$ cat config.mk
export PLATFORM = sky130hd
export DESIGN_NAME = card_flip_ctrl
export DESIGN_NICKNAME = d
export VERILOG_FILES = /design/src/rtl/card_flip_pkg.sv /design/src/rtl/card_flip_ctrl_hold_timer.sv /design/src/rtl/card_flip_ctrl.sv
export SDC_FILE = /design/constraint.sdc
export NUM_CORES = 1
export LEC_CHECK = 0
export CAP_MARGIN = 20
export CELL_PAD_IN_SITES_DETAIL_PLACEMENT = 1
export CELL_PAD_IN_SITES_GLOBAL_PLACEMENT = 1
export CORE_UTILIZATION = 42
export DETAILED_ROUTE_END_ITERATION = 10
export MAX_ROUTING_LAYER = met4
export PLACE_DENSITY = 0.82
export SLEW_MARGIN = 0
export SYNTH_ARGS = -nofsm -noshare
export SYNTH_HDL_FRONTEND = slang
export SYNTH_SLANG_ARGS = --single-unit
export TNS_END_PERCENT = 50
$ cat constraint.sdc
create_clock -name clk -period 5.3 [get_ports clk]
set_input_delay 1.06 -clock clk [delete_from_list [all_inputs] [get_ports clk]]
set_output_delay 1.06 -clock clk [all_outputs]
set_load 0.05 [all_outputs]
$ cat src/rtl/card_flip_pkg.sv
// card_flip_pkg: shared Card-Flip constants and FSM state encoding
package card_flip_pkg;
  localparam int N_CARDS = 16;
  localparam int N_PAIRS = 8;
  localparam int VAL_W = 3;
  localparam int IDX_W = 4;
  typedef enum logic [2:0] {
    IDLE      = 3'd0,
    FIRST     = 3'd1,
    SECOND    = 3'd2,
    COMPARE   = 3'd3,
    SHOW_MISS = 3'd4,
    DONE      = 3'd5
  } state_t;
endpackage

$ cat src/rtl/card_flip_ctrl_hold_timer.sv
// hold_timer: loadable down-counter (clk, reset, load -> zero), loads HOLD_CYCLES-1 and stops at 0
module hold_timer #(
  parameter int HOLD_CYCLES = 50_000_000
) (
  input  logic clk,
  input  logic reset,
  input  logic load,
  output logic zero
);
  localparam int W = $clog2(HOLD_CYCLES + 1);
  logic [W-1:0] cnt;
  always_ff @(posedge clk or posedge reset)
    if (reset) cnt <= '0;
    else cnt <= load ? W'(HOLD_CYCLES - 1) : (cnt != '0 ? cnt - 1'b1 : cnt);
  assign zero = cnt == '0;
endmodule

$ cat src/rtl/card_flip_ctrl.sv
// card_flip_ctrl: memory-match game FSM (clk, reset, start, layout, sel_valid/sel_idx -> game_start, game_end, face_up, matched, pairs_found, moves, state)
module card_flip_ctrl
  import card_flip_pkg::*;
#(
  parameter int HOLD_CYCLES = 50_000_000
) (
  input  logic                     clk,
  input  logic                     reset,
  input  logic                     start,
  input  logic [N_CARDS*VAL_W-1:0] layout,
  input  logic                     sel_valid,
  input  logic [IDX_W-1:0]         sel_idx,
  output logic                     game_start,
  output logic                     game_end,
  output logic [N_CARDS-1:0]       face_up,
  output logic [N_CARDS-1:0]       matched,
  output logic [3:0]               pairs_found,
  output logic [7:0]               moves,
  output logic [2:0]               state
);
  state_t st, st_d;
  logic [N_CARDS-1:0][VAL_W-1:0] vals, vals_d;
  logic [IDX_W-1:0] idx_a, idx_b, a_d, b_d;
  logic [N_CARDS-1:0] face_d, matched_d;
  logic [3:0] pairs_d;
  logic [7:0] moves_d;
  logic gs_d, ge_d, load, zero, legal;
  hold_timer #(.HOLD_CYCLES(HOLD_CYCLES)) u_hold (
    .clk  (clk),
    .reset(reset),
    .load (load),
    .zero (zero)
  );
  assign legal = sel_valid && !face_up[sel_idx];
  assign state = st;
  always_comb begin
    st_d = st;
    vals_d = vals;
    a_d = idx_a;
    b_d = idx_b;
    face_d = face_up;
    matched_d = matched;
    pairs_d = pairs_found;
    moves_d = moves;
    gs_d = 1'b0;
    ge_d = 1'b0;
    load = 1'b0;
    case (st)
      IDLE, DONE: if (start) begin
        vals_d = layout;
        face_d = '0;
        matched_d = '0;
        pairs_d = '0;
        moves_d = '0;
        gs_d = 1'b1;
        st_d = FIRST;
      end
      FIRST: if (legal) begin
        face_d[sel_idx] = 1'b1;
        a_d = sel_idx;
        st_d = SECOND;
      end
      SECOND: if (legal) begin
        face_d[sel_idx] = 1'b1;
        b_d = sel_idx;
        st_d = COMPARE;
      end
      COMPARE: begin
        moves_d = moves == 8'hff ? moves : moves + 8'd1;
        if (vals[idx_a] == vals[idx_b]) begin
          matched_d[idx_a] = 1'b1;
          matched_d[idx_b] = 1'b1;
          pairs_d = pairs_found + 4'd1;
          ge_d = pairs_found == 4'(N_PAIRS - 1);
          st_d = ge_d ? DONE : FIRST;
        end else begin
          load = 1'b1;
          st_d = SHOW_MISS;
        end
      end
      SHOW_MISS: if (zero) begin
        face_d[idx_a] = 1'b0;
        face_d[idx_b] = 1'b0;
        st_d = FIRST;
      end
      default: st_d = IDLE;
    endcase
  end
  always_ff @(posedge clk or posedge reset)
    if (reset) begin
      st <= IDLE;
      vals <= '0;
      idx_a <= '0;
      idx_b <= '0;
      face_up <= '0;
      matched <= '0;
      pairs_found <= '0;
      moves <= '0;
      game_start <= 1'b0;
      game_end <= 1'b0;
    end else begin
      st <= st_d;
      vals <= vals_d;
      idx_a <= a_d;
      idx_b <= b_d;
      face_up <= face_d;
      matched <= matched_d;
      pairs_found <= pairs_d;
      moves <= moves_d;
      game_start <= gs_d;
      game_end <= ge_d;
    end
endmodule

==> flow_metrics.env <==
export IMPL_status="finished clean"
export IMPL_setup_worst_path_start="idx_b[0]"
export IMPL_max_stage_delay_ns=0.93
export IMPL_antenna_cells=0
export IMPL_slew_viol_final=0
export IMPL_fin_util=0.538
export IMPL_synth_warnings=0
export IMPL_synth_area_um2=6770
export IMPL_synth_top_cell_by_area="dfrtp_1"
export IMPL_critPathCaptureType="register"
export IMPL_crit_path_cell_trace="mux4_4 -> a22oi_1 -> nand2_1 -> xor2_1 -> or4b_1 -> or3_1 -> a21oi_1"
export IMPL_cts_buffer_depth=2
export IMPL_dr_pass1_iters=4
export IMPL_via_per_inst=5.61
export IMPL_mostFrequentLayoutCells="220 x nand2_1, 131 x dfrtp_1, 104 x clkdlybuf4s50_1"
export IMPL_postCtsSetupRepairBufs=0
export IMPL_peakVddDrop_v=0.000289
export IMPL_critPathLaunchType="register"
export IMPL_setup_viol=0
export IMPL_placed_area_um2=7930
export IMPL_initial_core_util=0.428
export IMPL_whs_ns=0.488
export IMPL_yosysTopAreaCellShare=0.484
export IMPL_hp_start="matched[9]"
export IMPL_rsz0062_at_grt="no"
export IMPL_dieArea_um2=16600
export IMPL_fin_setup_tns_ns=0
export IMPL_rr_worst_depth=7
export IMPL_worst_path_max_fanout=25
export IMPL_gp_congestion=0.836
export IMPL_finClkSkew_ns=0.00826
export IMPL_r2r_end="pairs_found[3]"
export IMPL_synth_edf_count=0
export IMPL_clkSlewWorstSetupHoldPaths_ns=0.06
export IMPL_stdcell_count=1005
export IMPL_path_buf_inv=0
export IMPL_fillers=1728
export IMPL_rrSetupSlack_ns=1.53
export IMPL_grt_max_degree=93
export IMPL_dr_total_vias=5643
export IMPL_yosysSeqAreaShare=0.484
export IMPL_coreArea_um2=15800
export IMPL_ys_flop_type="dfrtp_1"
export IMPL_r2r_start="idx_b[0]"
export IMPL_drcViolationCount=0
export IMPL_drive_above_1_share=0.0875
export IMPL_max_freq_mhz=266
export IMPL_antenna_found_initial=0
export IMPL_p_leak_nw=3.56
export IMPL_totalWireLength_um=20200
export IMPL_cts_sinks=131
export IMPL_cp_required_ns=5.64
export IMPL_synthTopCellsByArea="dfrtp_1 48%, nand2_1 12%, mux4_2 6.0%, mux4_1 3.1%, a32o_1 2.4%"
export IMPL_area_growth_pct=25.7
export IMPL_die_w_um=129
export IMPL_relSlewSlack=0.315
export IMPL_finalNetCount=835
export IMPL_num_io_pins=105
export IMPL_fin_crit_sh=0.711
export IMPL_cts_tree="done"
export IMPL_arrival_ns=4.11
export IMPL_io_buffers=104
export IMPL_h_tree_depth=4
export IMPL_worst_setup_path_type="reg -> reg"
export IMPL_hold_path_class="reg -> reg"
export IMPL_ys_async_sr_fraction=1.00
export IMPL_critical_path_depth=7
export IMPL_row_count=46
export IMPL_groute_usage_overall=0.273
export IMPL_ys_ff_latch=131
export IMPL_synth_distinct_cells=51
export IMPL_ctsHoldBuffers=0
export IMPL_hpwl_um=14000
export IMPL_cts_root_buf="clkbuf_16"
export IMPL_path_delay_family="simple AND/OR/NAND/NOR gates"
export IMPL_mostFrequentLayoutCell="nand2_1"
export IMPL_drv_cap=0
export IMPL_synthesis_nets=746
export IMPL_drt_first_iter_violations=448
export IMPL_detail_route_antenna_nets=0
export IMPL_pwr_density_cell_nw_per_um2=631
export IMPL_grt_pass1_vias=6212
export IMPL_cts_resized=0
export IMPL_syn_mean_instance_area_um2=9.86
export IMPL_final_area_um2=8510
export IMPL_grt_first_pass_wirelength_um=33000
export IMPL_grt_overflow=0
export IMPL_wl_per_cell_um=20.0
export IMPL_dp_cells=973
export IMPL_syn_inst=687
export IMPL_numCtsBuffers=17
export IMPL_crit_end="pairs_found[3]"
export IMPL_clk_latency_ns=0.42
export IMPL_crit_slowest_cell="or4b_1"
export IMPL_die_h_um=129
export IMPL_tightest_slew_ns=1.02
export IMPL_hold_viol_final=0
export IMPL_fin_crit_ns=3.77
-- flip-flops by register name (all words and copies together) (netlist names) --
name         flops
vals            48
u_hold.cnt      26
face_up         16
matched         16
moves            8
idx_a            4
idx_b            4
pairs_found      4
state            3
game_end         1
game_start       1
-- worst min-delay path by stage --
stage                        endpoint  depth (start not counted)  slack (ns)
after CTS                  matched[1]                          2        0.50
after global routing       matched[1]                          2        0.53
after floorplan              vals[18]                          2        0.45
after detailed placement  matched[12]                          2        0.48
after global placement       vals[12]                          2        0.47
final                      matched[9]                          2        0.49
-- cells in the mapped netlist (3+ instances only) --
cell type and number:
nor2_1 20, nor3_1 15, mux4_1 8, a22oi_1 19
nor4_1 6, o31ai_1 4, nand2_1 220, nand3_1 13
nand2b_1 21, clkbuf_1 24, mux2_2 9, nor3b_1 4
buf_2 3, mux4_2 18, o21ai_0 17, o21ai_1 9
nor2b_1 13, ha_1 3, xnor2_1 16, nand3b_1 5
nand4_1 3, buf_4 3, a32o_1 16, xor2_1 12
a22o_1 3, buf_1 4, or3_1 11, and2_1 5
inv_1 5, dfrtp_1 131, a21oi_1 18, o22ai_1 4
buf_6 3
-- final cells by class --
type | instances | area [um^2] | share of cell area
Sequential cell | 131 | 3280 | 0.385
Inverter | 6 | 25.0 | 0.00294
Clock buffer | 19 | 453 | 0.0532
Multi-Input combinational cell | 512 | 3280 | 0.385
Clock inverter | 13 | 135 | 0.0159
Tap cell | 216 | 270 | 0.0317
Timing Repair Buffer | 108 | 1070 | 0.126
-- metal layers --
metal / track usage / routed length (um) / up-vias
met5: - / 0 / -
met4: 0.109 / 544 / 0
met3: 0.0524 / 782 / 41
met2: 0.466 / 10700 / 147
met1: 0.317 / 8140 / 2866
li1: - / - / 2589
-- report_power, final --
group	internal, mW	switching [mW]
Clock	0.714	0.456
Combinational	0.951	1.36
Sequential	1.38	0.514
-- cell families after synthesis --
family                   count (synthesis)  share of synthesized area
flip-flops                             131                      0.484
multiplexers                            39                      0.116
buffers and inverters                   44                     0.0316
AND/OR/NAND/NOR                        345                      0.229
adder cells (fa/ha/maj)                  3                    0.00554
XOR/XNOR                                28                     0.0362
AO/OA/AOI/OAI                           97                     0.0977
-- through the flow --
stage	power (mW)	worst slack, ns
after global placement	4.03	1.41
after detailed placement	4.18	1.33
after CTS	5.40	1.52
final	5.37	1.53
after global routing	5.71	1.25
after floorplan	3.47	0.742
-- tightest hold or removal path, cell delays in order (launching register included) --
cell and delay, ns:
dfrtp_1 0.34, nand2_1 0.05, o21ai_0 0.06
Power figures use the tool's default switching activity.
